[src/rtl/csa_addsub_pipe.sv]
// Two-stage pipelined carry-skip adder/subtractor with valid/ready handshakes.
// Stage 1 registers the operands with the subtract inversion already applied.
// Stage 2 registers the carry-skip result together with its status flags.
module csa_addsub_pipe #(
  parameter int unsigned WIDTH = 16,
  parameter int unsigned BLOCK = 4
) (
  input  logic             clk,
  input  logic             rst_n,
  input  logic             in_valid,
  output logic             in_ready,
  input  logic [WIDTH-1:0] a,
  input  logic [WIDTH-1:0] b,
  input  logic             cin,
  input  logic             sub,
  output logic             out_valid,
  input  logic             out_ready,
  output logic [WIDTH-1:0] sum,
  output logic             cout,
  output logic             ovf,
  output logic             zero
);

  localparam int unsigned NBLK = WIDTH / BLOCK;
  localparam int unsigned MSB  = WIDTH - 1;

  // Reject operand widths that cannot be tiled into whole skip blocks.
  if ((WIDTH % BLOCK) != 0) begin : g_width_not_multiple
    $error("csa_addsub_pipe: WIDTH must be a multiple of BLOCK");
  end
  if (WIDTH < 4) begin : g_width_too_small
    $error("csa_addsub_pipe: WIDTH must be at least 4");
  end

  // Stage 1 holds b and cin already inverted for subtract, so the mode bit
  // itself is not needed downstream and is not stored.
  logic             s1_valid_q, s1_valid_d;
  logic [WIDTH-1:0] a_q, a_d;
  logic [WIDTH-1:0] b_q, b_d;
  logic             c_q, c_d;

  logic             out_valid_q, out_valid_d;
  logic [WIDTH-1:0] sum_q, sum_d;
  logic             cout_q, cout_d;
  logic             ovf_q, ovf_d;
  logic             zero_q, zero_d;

  logic             adv2_c;
  logic             accept_c;
  logic [WIDTH-1:0] sum_raw_c;
  logic [NBLK:0]    blk_carry_c;

  // Handshake: stage 2 advances when empty or drained; stage 1 refills behind it.
  assign adv2_c   = ~out_valid_q | out_ready;
  assign in_ready = ~s1_valid_q | adv2_c;
  assign accept_c = in_valid & in_ready;

  // Carry-skip chain: ripple inside each block, skip mux bypasses a fully propagating block.
  always_comb begin
    logic        rc;
    logic        prop;
    logic        x;
    int unsigned idx;
    rc          = 1'b0;
    prop        = 1'b0;
    x           = 1'b0;
    idx         = 0;
    sum_raw_c   = '0;
    blk_carry_c = '0;
    blk_carry_c[0] = c_q;
    for (int unsigned k = 0; k < NBLK; k++) begin
      rc   = blk_carry_c[k];
      prop = 1'b1;
      for (int unsigned j = 0; j < BLOCK; j++) begin
        idx            = k * BLOCK + j;
        x              = a_q[idx] ^ b_q[idx];
        sum_raw_c[idx] = x ^ rc;
        rc             = (a_q[idx] & b_q[idx]) | (x & rc);
        prop           = prop & x;
      end
      blk_carry_c[k+1] = prop ? blk_carry_c[k] : rc;
    end
  end

  // Stage 1 next state: take a new beat on accept, otherwise empty out when stage 2 advances.
  always_comb begin
    s1_valid_d = s1_valid_q;
    a_d        = a_q;
    b_d        = b_q;
    c_d        = c_q;
    if (accept_c) begin
      s1_valid_d = 1'b1;
      a_d        = a;
      b_d        = sub ? ~b : b;
      c_d        = sub ? ~cin : cin;
    end else if (adv2_c) begin
      s1_valid_d = 1'b0;
    end
  end

  // Stage 2 next state: load result and flags on advance, hold everything while stalled.
  always_comb begin
    out_valid_d = out_valid_q;
    sum_d       = sum_q;
    cout_d      = cout_q;
    ovf_d       = ovf_q;
    zero_d      = zero_q;
    if (adv2_c) begin
      out_valid_d = s1_valid_q;
      sum_d       = sum_raw_c;
      cout_d      = blk_carry_c[NBLK];
      ovf_d       = (a_q[MSB] == b_q[MSB]) & (sum_raw_c[MSB] != a_q[MSB]);
      zero_d      = ~|sum_raw_c;
    end
  end

  // Pipeline registers; reset discards any in-flight beats.
  always_ff @(posedge clk or negedge rst_n) begin
    if (!rst_n) begin
      s1_valid_q  <= 1'b0;
      a_q         <= '0;
      b_q         <= '0;
      c_q         <= 1'b0;
      out_valid_q <= 1'b0;
      sum_q       <= '0;
      cout_q      <= 1'b0;
      ovf_q       <= 1'b0;
      zero_q      <= 1'b0;
    end else begin
      s1_valid_q  <= s1_valid_d;
      a_q         <= a_d;
      b_q         <= b_d;
      c_q         <= c_d;
      out_valid_q <= out_valid_d;
      sum_q       <= sum_d;
      cout_q      <= cout_d;
      ovf_q       <= ovf_d;
      zero_q      <= zero_d;
    end
  end

  assign out_valid = out_valid_q;
  assign sum       = sum_q;
  assign cout      = cout_q;
  assign ovf       = ovf_q;
  assign zero      = zero_q;

endmodule
[config.mk]
export PLATFORM = sky130hd
export DESIGN_NAME = csa_addsub_pipe
export DESIGN_NICKNAME = d
export VERILOG_FILES = /design/src/rtl/csa_addsub_pipe.sv
export SDC_FILE = /design/constraint.sdc
export NUM_CORES = 1
export LEC_CHECK = 0
export CORE_UTILIZATION = 53
export CTS_BUF_LIST = sky130_fd_sc_hd__clkbuf_8
export CTS_CLUSTER_DIAMETER = 50
export DETAILED_ROUTE_END_ITERATION = 8
export GPL_ROUTABILITY_DRIVEN = 0
export HOLD_SLACK_MARGIN = 0.02
export PLACE_DENSITY = 0.82
export SYNTH_ARGS = -nofsm -noshare
export SYNTH_HDL_FRONTEND = slang
export SYNTH_SLANG_ARGS = --single-unit
[constraint.sdc]
create_clock -name clk -period 9.3 [get_ports clk]
set_input_delay 1.86 -clock clk [delete_from_list [all_inputs] [get_ports clk]]
set_output_delay 1.86 -clock clk [all_outputs]
set_load 0.005 [all_outputs]
==> summary.md <==
| Metric | Value |
|---|---|
| Status | `completed` |
| Data arrival time of the worst path | `8.23 ns` |
| Sw frac | `29.3%` |
| Max_slew headroom | `40.7%` |
| Synthesized net count | `283` |
| Setup Fix Bufs, Post-CTS | `0` |
| Core area | `5170 µm²` |
| DRC violations left | `0` |
| Critical R2R Capture | `zero$_DFFE_PN0P_` |
| Setup crit end | `zero$_DFFE_PN0P_` |
| Worst slack, placed | `1.27 ns` |
| Flop pwr share | `41.3%` |
| Register area share after synthesis | `46.9%` |
| Cell variety after synth | `29` |
| Worst setup margin | `1.24 ns` |
| # rows | `26` |
| Fmax | `124 MHz` |
| Hold Vio Cnt, Final | `0` |
| Later-pin clock latency in the skew report | `0.31 ns` |
| Ys Warns | `0` |
| Layout cell share with drive strength beyond 1 | `17.4%` |
| Die Width | `75.7 µm` |
| Largest cells by area after synthesis | `dfrtp_1 (47%), fa_1 (11%), mux2_4 (8.9%)` |
| Number of routed nets with antenna violations | `0` |
| Die Ht | `75.7 µm` |
| Worst path required time | `9.47 ns` |
| Synthesized area per cell | `13.5 µm²` |
| Crit path buf inv count | `1` |
| Clk root buf | `clkbuf_8` |
| GR peak layer | `met2` |
| Routed wire length | `5130 µm` |
| # resized after CTS | `0` |
| GR Layer Usage met3 | `3.57%` |
| Leakage power | `1.59 nW` |
| Crit Path Max Fanout | `3` |
| Largest net degree at the start of global routing | `55` |
| Grt ovf | `0` |
| H-tree levels | `2` |
| Slowest stage delay, CP | `0.46 ns` |
| Family with the most delay on the worst path | `adder cells` |
| Pins Over Slew Limit | `0` |
| Drt pass-1 iters | `4` |
| Ys flop type | `dfrtp_1` |
| Min Hold Slack | `0.486 ns` |
| DR WL/cell | `15.1 µm` |
| Max_cap viols | `0` |
| CP max-delay cell | `fa_1` |
| Yosys reg bits | `54` |
| CP Launch Type | `flop` |
| Crit Path Class | `flop to flop` |
| Final nets | `339` |
| GR Util met1 | `28.0%` |
| Tmin final | `8.06 ns` |
| Post-synth top area cell | `dfrtp_1` |
| Hold_buf cts | `0` |
| Synth Instances | `213` |
| Top cell type's share of synthesized area | `46.9%` |
| Final Setup Violations | `0` |
| Cell depth of the worst setup path | `25` |
| Most frequent cell after synthesis | `dfrtp_1` |
| EDFF count, synth | `0` |
| Final period utilization | `86.6%` |
| Gate power share | `36.7%` |
| RR Startpoint | `a_q[0]$_DFFE_PN0P_` |
| CP startpoint | `a_q[0]$_DFFE_PN0P_` |
| Worst slew pin tran | `0.887 ns` |
| Async SR Flop Fraction | `100%` |
| Pwr Total | `0.842 mW` |
| Initial DRC count | `92` |
| Layout Skew | `0.00629 ns` |
| Reg2Reg Setup Slack | `1.24 ns` |
| Switch Pwr | `0.247 mW` |
| Power Dens Cells | `233 nW/µm²` |
| Commonest cells post-synth | `dfrtp_1 (54), nand2_1 (21), o21ai_0 (18), mux2_4 (17)` |
| Gr usage total | `19.5%` |
| Post-route insts no fill | `340` |
| Hold WC Path Type | `flop to flop` |
| Setup repair after global routing missed its margin | `false` |
| Setup TNS | `0 ns` |
| Internal | `0.596 mW` |
| Maximum vdd drop | `0.0987 mV` |
| N_diodes | `0` |
| Area delta synth->final | `25.5%` |
| # IOs | `59` |
| Detail Placement HPWL | `3820 µm` |
| I/O Buffers | `58` |
| TritonCTS clock tree | `built` |
| First-pass GRT wire length | `8130 µm` |
| Vias | `1711` |
| Vias in the first global route | `1714` |
| Placed cell count | `332` |
| Die area | `5740 µm²` |
| Met2 GRT Util | `30.0%` |
| Netlist Area Pre-Place | `2880 µm²` |
| Clk pwr share | `22.0%` |
| Clock transition at path regs | `0.10 ns` |
| Max clock buf depth | `2` |
| DR vias/cell | `5.03` |
| Crit-path most repeated cell | `fa_1` |
| TritonCTS Buffers | `5` |
| Initial Utilization | `55.7%` |
| Antenna violations before repair | `0` |
| CP endpoint kind | `flop` |
| Clock Sinks | `54` |
| Worst Reg-to-Reg Cells | `25` |
through the flow:
step	area, µm²	utilization [%]
2_1_floorplan	2880	-
3_5_place_dp	3480	67.2
3_3_place_gp	3480	67.2
5_1_grt	3620	69.9
6_report	3620	69.9
4_1_cts	3620	69.9
layout by cell type, fill, tap and decap left out, drive strengths merged, types with 3 or more instances in the layout:
master | Yosys | layout
inv | 3 | 3
dfrtp | 54 | 54
nand2 | 23 | 23
nand4 | 5 | 5
nor4 | 3 | 3
xnor2 | 16 | 16
o21ai | 19 | 19
ha | 16 | 16
clkbuf | 2 | 5
nor2 | 4 | 4
mux2 | 32 | 32
clkdlybuf4s50 | 0 | 57
fa | 16 | 16
final cells by class:
class                           count  area, µm²
Clock buffer                        5       68.8
Clock inverter                      3       68.8
Fill cell                         355       1560
Inverter                            3       11.3
Multi-Input combinational cell    146       1450
Sequential cell                    54       1350
Tap cell                           70       87.6
Timing Repair Buffer               59        583
flip-flops by register name, summed over array words and instances (netlist names):
name        count
zero            1
b_q            16
s1_valid_q      1
a_q            16
ovf             1
c_q             1
cout            1
sum            16
out_valid       1
kinds of logic after synthesis:
family / share of synthesized area, %
AOI/OAI and AO/OA: 4.91
xor gates and xnor gates: 5.47
adders and majority gates: 18.1
buffers and inverters: 2.95
DFF: 46.9
muxes: 14.7
and+or+nand+nor: 6.99
power groups by stage:
stage	clock, mW	combinational, mW	sequential, mW
after global placement	0	0.297	0.349
final	0.185	0.309	0.348
after global routing	0.198	0.345	0.356
after detailed placement	0	0.308	0.353
after CTS	0.188	0.313	0.349
after floorplan	0	0.162	0.345
worst min-delay path by stage:
stage / endpoint / from / cells past startpoint / slack [ns]
3_3_place_gp: cout$_DFFE_PN0P_ / cout$_DFFE_PN0P_ / 1 / 0.48
6_report: cout$_DFFE_PN0P_ / cout$_DFFE_PN0P_ / 1 / 0.49
5_1_grt: ovf$_DFFE_PN0P_ / ovf$_DFFE_PN0P_ / 2 / 0.53
2_1_floorplan: ovf$_DFFE_PN0P_ / ovf$_DFFE_PN0P_ / 2 / 0.47
4_1_cts: cout$_DFFE_PN0P_ / cout$_DFFE_PN0P_ / 1 / 0.49
3_5_place_dp: cout$_DFFE_PN0P_ / cout$_DFFE_PN0P_ / 1 / 0.47
metal layers:
metal | up-vias | routed length, µm
met4 | 0 | 101
met1 | 830 | 2510
li1 | 827 | -
met2 | 45 | 2360
met5 | - | 0
met3 | 9 | 158
No activity file was read; power rests on OpenSTA's default activity.
